**src/rtl/arbiter_n_to_1_request.sv**
```systemverilog
// Round-robin arbiter merging N requester packet streams onto one registered request channel.
// Each packet is {valid, payload}; grants are held for bounded bursts, and fifo_stall_in blocks acceptance.
module arbiter_n_to_1_request #(
  parameter int NUM_MEMORY_REQUESTOR = 2,
  parameter int DATA_WIDTH           = 32,
  parameter int MAX_GRANT_BURST      = 4,
  parameter int ID_BITS              = $clog2(NUM_MEMORY_REQUESTOR)
) (
  input  logic                                            ap_clk,
  input  logic                                            ap_rst_n,
  input  logic [NUM_MEMORY_REQUESTOR-1:0][DATA_WIDTH:0]   request_in,
  output logic [NUM_MEMORY_REQUESTOR-1:0]                 request_in_ready,
  output logic [DATA_WIDTH:0]                             request_out,
  output logic [ID_BITS-1:0]                              request_out_id,
  input  logic                                            fifo_stall_in,
  output logic                                            grant_busy
);

  localparam int N        = NUM_MEMORY_REQUESTOR;
  localparam int CNT_BITS = $clog2(MAX_GRANT_BURST + 1);
  localparam logic [CNT_BITS-1:0] CNT_LAST = CNT_BITS'(MAX_GRANT_BURST - 1);
  localparam logic [ID_BITS-1:0]  ID_LAST  = ID_BITS'(N - 1);

  typedef enum logic {IDLE, BURST} state_t;

  state_t                state, state_d;
  logic [ID_BITS-1:0]    grant_idx, grant_idx_d;
  logic [ID_BITS-1:0]    last_grant, last_grant_d;
  logic [ID_BITS-1:0]    rr_pick;
  logic [CNT_BITS-1:0]   burst_cnt, burst_cnt_d;
  logic [N-1:0]          valid;
  logic [N-1:0]          grant_onehot;
  logic                  any_valid;
  logic                  others_valid;
  logic                  grant_valid;
  logic                  transfer;

  always_comb begin
    for (int i = 0; i < N; i++) valid[i] = request_in[i][DATA_WIDTH];
  end

  always_comb begin
    grant_onehot            = '0;
    grant_onehot[grant_idx] = 1'b1;
  end

  assign any_valid    = |valid;
  assign grant_valid  = valid[grant_idx];
  assign others_valid = |(valid & ~grant_onehot);
  assign grant_busy   = (state == BURST);

  // Scan from the largest offset down so the nearest requester after last_grant wins.
  always_comb begin
    int cand;
    cand    = 0;
    rr_pick = last_grant;
    for (int off = N; off >= 1; off--) begin
      cand = int'(last_grant) + off;
      if (cand >= N) cand = cand - N;
      if (valid[ID_BITS'(cand)]) rr_pick = ID_BITS'(cand);
    end
  end

  // NOTE: every combinational output gets a default first so no path leaves it unassigned (no latches).
  always_comb begin
    state_d          = state;
    grant_idx_d      = grant_idx;
    last_grant_d     = last_grant;
    burst_cnt_d      = burst_cnt;
    request_in_ready = '0;
    transfer         = 1'b0;
    case (state)
      IDLE: begin
        if (any_valid && !fifo_stall_in) begin
          grant_idx_d = rr_pick;
          burst_cnt_d = '0;
          state_d     = BURST;
        end
      end
      BURST: begin
        transfer         = grant_valid && !fifo_stall_in;
        request_in_ready = transfer ? grant_onehot : '0;
        if (!grant_valid) begin
          state_d      = IDLE;
          last_grant_d = grant_idx;
        end else if (transfer) begin
          // At the burst limit the count saturates; the grant is only given up if someone waits.
          if (burst_cnt != CNT_LAST) begin
            burst_cnt_d = burst_cnt + 1'b1;
          end else if (others_valid) begin
            state_d      = IDLE;
            last_grant_d = grant_idx;
          end
        end
      end
      default: state_d = IDLE;
    endcase
  end

  // NOTE: sequential state uses non-blocking assignments so all registers update from pre-edge values.
  always_ff @(posedge ap_clk or negedge ap_rst_n) begin
    if (!ap_rst_n) begin
      state      <= IDLE;
      grant_idx  <= '0;
      last_grant <= ID_LAST;
      burst_cnt  <= '0;
    end else begin
      state      <= state_d;
      grant_idx  <= grant_idx_d;
      last_grant <= last_grant_d;
      burst_cnt  <= burst_cnt_d;
    end
  end

  // Payload and id hold their last value on cycles without a transfer.
  always_ff @(posedge ap_clk or negedge ap_rst_n) begin
    if (!ap_rst_n) begin
      request_out    <= '0;
      request_out_id <= '0;
    end else begin
      request_out[DATA_WIDTH] <= transfer;
      if (transfer) begin
        request_out[DATA_WIDTH-1:0] <= request_in[grant_idx][DATA_WIDTH-1:0];
        request_out_id              <= grant_idx;
      end
    end
  end

endmodule

```
**config.mk**
```make
export PLATFORM = sky130hd
export DESIGN_NAME = arbiter_n_to_1_request
export DESIGN_NICKNAME = d
export VERILOG_FILES = /design/src/rtl/arbiter_n_to_1_request.sv
export SDC_FILE = /design/constraint.sdc
export NUM_CORES = 1
export LEC_CHECK = 0
export CORE_MARGIN = 3
export CORE_UTILIZATION = 41
export CTS_BUF_LIST = sky130_fd_sc_hd__clkbuf_16
export DETAILED_ROUTE_END_ITERATION = 8
export PLACE_DENSITY_LB_ADDON = 0.05
export REMOVE_ABC_BUFFERS = 1
export SLEW_MARGIN = 40
export SYNTH_ARGS = -nofsm -noshare
export SYNTH_HDL_FRONTEND = slang
export SYNTH_SLANG_ARGS = --single-unit
```
**constraint.sdc**
```tcl
create_clock -name ap_clk -period 4.9 [get_ports ap_clk]
set_input_delay 0.98 -clock ap_clk [delete_from_list [all_inputs] [get_ports ap_clk]]
set_output_delay 0.98 -clock ap_clk [all_outputs]
set_load 0.005 [all_outputs]
```
Word level (Yosys, flattened, before mapping)
Index checks and enable logic that the tools add are counted. Widths: inputs -> output; s select.

Output and inout bits: 37. Flip-flop bits (word level): 40. Logic and storage cells: 70. Bits of input ports: 69.

Multiplexer cells: 32. Reduce and logical (&&, ||, !) cells: 9. Magnitude comparators: 6. Bitwise gates (word level): 3. Add/subtract/negate cells: 5. Eq/ne operators: 8.

Operators with widths (number): $mux 32 (2); $mux 1 (21); $mux 3 (4); $ne 2x1->1 const B (4); $reduce_and 4->1 (2); $lt 1x3->1 const B (2); $ne 2x2->1 const B (3); $pmux 3 s2 (1); $mux 2 (2); $reduce_or 2->1 (2); $add 1x2->3 const B (1); $add 3x1->3 const B (1); $ge 3x2->1 const B (1); $logic_and 1x1->1 (3); $ne 3x2->1 const B (1); $add 1x1->2 const B (1); $and 2x2->2 (1); $ge 2x2->1 const B (1); $lt 1x2->1 const B (1); $not 2->2 (1); $pmux 1 s2 (1); $reduce_and 2->1 (1); $sub 1x1->1 const B (2); $demux 1 s1 (1); other kinds (3) (3).

Depth between registers and ports, before layout
Depth in word-level cells: 12. Depth in mapped cells: 6. Mapped depth without buffers: 5.

Least setup slack after synthesis
OpenSTA, ideal clock, no wires.

Kind: input port to output port. Start point: in fifo_stall_in. End point: out request_in_ready[1]. Arrival: 1.783 ns. Path slack: 2.137 ns. Required time: 3.920 ns. Stages on the path: 4. Path through: buf_2 -> and4b_2 -> clkbuf_1 -> buf_2.

Cells in the longest elaborated chain, start to end: 4.

Ends and longest elaborated chain: start, declared (RTL line 15) `input logic fifo_stall_in,`; $logic_not 1->1 (RTL line 81) `transfer = grant_valid && !fifo_stall_in;`; $logic_and 1x1->1 (RTL line 81); $mux 2 (RTL line 82) `request_in_ready = transfer ? grant_onehot : '0;`; $mux 2 (RTL line 72) `case (state)`; end, declared (RTL line 12) `output logic [NUM_MEMORY_REQUESTOR-1:0] request_in_ready,`.

Every way passes these cells.

Worst setup path in the final report
Start point: in fifo_stall_in. End point: out request_in_ready[0].

Same word-level chain as after synthesis.

==> results.cfg <==
[run_status]
status = finished clean

[timing]
finalCriticalPeriod_ps = 3510
layout_setup_ws_ps = 1390
finalSetupTns_ps = 0
setup_viol = 0
tightest_slew_ps = 572
rsz0062_at_grt = false
period_share_pct = 71.6
hold_ws_ps = 495
skew_ps = 3.28
maxSlewHeadroom_pct = 61.8
clock.fmax_ghz = 0.285
finalHoldViolCount = 0
finalMaxSlewViolations = 0

[flow_run]
cap_violations = 0

[clock_tree]
cts.path.max_buffers = 2
cts_made_buffers = 5
ctsResizeCount = 0
htreeDepth = 2
cts.sinks = 40
root_buffer = clkbuf_16
clk_pin_slew_worst_paths_ps = 50
cts_tree = built
cts_hold_buffers = 0
cts_setup_buffers = 0
clk-insertion-delay-late_ps = 280

[worst_hold_path]
hold_start = burst_cnt[0]
min_path_type = flop to flop
hold_end = burst_cnt[0]
holdPathStages = 1

[yosys]
synth_top_cell_by_area = dfrtp_1
synth_cell_types = 25
synth_common_cells = dfrtp_1 (39), inv_1 (34), o21ai_0 (33)
synthCells = 181
synthArstFlopShare_pct = 100
yosysMostFrequentCell = dfrtp_1
synth_top_family_by_area = compound AO/OA/AOI/OAI gates
synth_area_leaders = dfrtp_1 (53%), a22oi_1 (13%), o21ai_0 (9.0%), inv_1 (7.0%), buf_2 (1.9%)
seq_area_frac_synth_pct = 54.8
synth-compound-area-share_pct = 24.6
yosys_warnings = 0
synth_adder_area_share_pct = 1.37
syn_avg_cell_area_um2 = 10.1
ys_ff_latch = 40
synth_area_mm2 = 0.00183
synth_top_area_share_pct = 53.3
synth-simple-area-share_pct = 5.60
synth_edf_count = 0
yosys-mux-area-fraction_pct = 3.08
synthFlopType = dfrtp_1
synthXorXnorAreaFrac_pct = 0.478

[pwr]
fin_total_pwr_mw = 1.47
p_per_area_mw_per_mm2 = 483
peakVddDrop_v = 0.000258
leakage_nw = 1.31

[floorplanning]
rows = 23
die_x_um = 72.8
floorplan.initialDensity_pct = 44.2
dieArea_mm2 = 0.00530
core_mm2 = 0.00414
die-height_um = 72.8
ios = 106

[setup_path]
crit_path_start = fifo_stall_in
reg2reg_depth = 4
reg2reg_slack_ps = 3130
start_kind = input port
crit_arrival_ps = 2530
crit_type = input port to output port
r2r-start = burst_cnt[0]
required_ps = 3920
timing.rr.end = burst_cnt[1]
cp_max_fo = 11
worstSetupEndpointType = output port

[finish]
syn_to_final_growth_pct = 66.6
drive_gt1_share_pct = 6.01
n_antenna_cell = 0
nets = 354

[route]
drt_iter0_markers = 77
viasPerCell = 5.11
drc = 0
drt_wl_total_um = 5100
drt_first_pass_iters = 4
avgRoutedWirePerCell_um = 15.3
vias = 1703
drtAntennaViolNets = 0

[grt]
grt_overflow = 0
first_global_vias = 1700
grt_first_pass_wirelength_um = 8040
grt_max_degree = 41
antenna_found_initial = 0
track_usage_pct = 19.6

[place]
port_buffers = 105
routabilityCongestion = 0.878
pre_cts_ws_ps = 1390
dp_hpwl_um = 3670
cells in the final DEF (no fill, tap or decap), types with 2 or more instances in the layout:
cell type        count
nand3b_1             3
dfrtp_1             39
nor2_1               3
nand3_1              3
mux2i_1              3
buf_4                3
o21ai_0             33
ha_1                 2
inv_1               35
clkbuf_16            5
o31ai_1              2
a22oi_1             32
clkdlybuf4s50_1    104
a21o_1               2
final cells by class:
| cell class | instances | area [um2] |
|---|---|---|
| fill | 310 | 1090 |
| timing repair buffer | 108 | 1070 |
| sequential | 40 | 1000 |
| multi-input combinational | 94 | 649 |
| inverter | 34 | 128 |
| clock buffer | 5 | 125 |
| tap | 50 | 62.6 |
| clock inverter | 2 | 8.76 |
routing by layer:
metal	GRT usage, %	part of all wire (%)	vias up
li1	-	-	834
met1	23.5	40	791
met2	33.3	50	72
met3	7.30	8.7	6
met4	5.12	1.1	0
met5	0	0	-
registers in the layout (all words and copies together), names as in the netlist:
name	flops
request_out	33
burst_cnt	3
grant_busy	1
grant_idx	1
last_grant	1
request_out_id	1
metrics by stage:
| step | utilization (%) | cells | cell area (um2) |
|---|---|---|---|
| global route | 73.6 | 333 | 3050 |
| CTS | 73.6 | 333 | 3050 |
| detailed placement | 70.4 | 326 | 2920 |
| global placement | 70.0 | 325 | 2900 |
| floorplan | - | 168 | 1770 |
| finish | 73.6 | 333 | 3050 |
cell families after synthesis:
group                      Yosys count
AOI/OAI and AO/OA                   71
adders and majority gates            2
buffers and inverters               47
DFF                                 40
muxes                                5
and+or+nand+nor                     15
xor gates and xnor gates             1
worst max-delay path, stage by stage:
cell,delay (ps)
clkdlybuf4s50_1,600
and4bb_2,410
clkdlybuf4s50_1,540
power breakdown:
part	total (mW)	switching [mW]	leakage (nW)	internal, mW
sequential	0.579	0.0925	0.494	0.486
combinational	0.594	0.218	0.744	0.376
clock	0.300	0.117	0.0709	0.183
total	1.47	0.427	1.31	1.05
how the worst max path moves through the flow:
| stage | to | slack (ps) | depth (start not counted) |
|---|---|---|---|
| floorplan | request_in_ready[0] | 2330 | 1 |
| global placement | request_in_ready[1] | 1390 | 3 |
| detailed placement | request_in_ready[0] | 1390 | 3 |
| CTS | request_in_ready[0] | 1390 | 3 |
| global route | request_in_ready[1] | 1330 | 3 |
| finish | request_in_ready[0] | 1390 | 3 |
(Power assumes the default switching activity.)
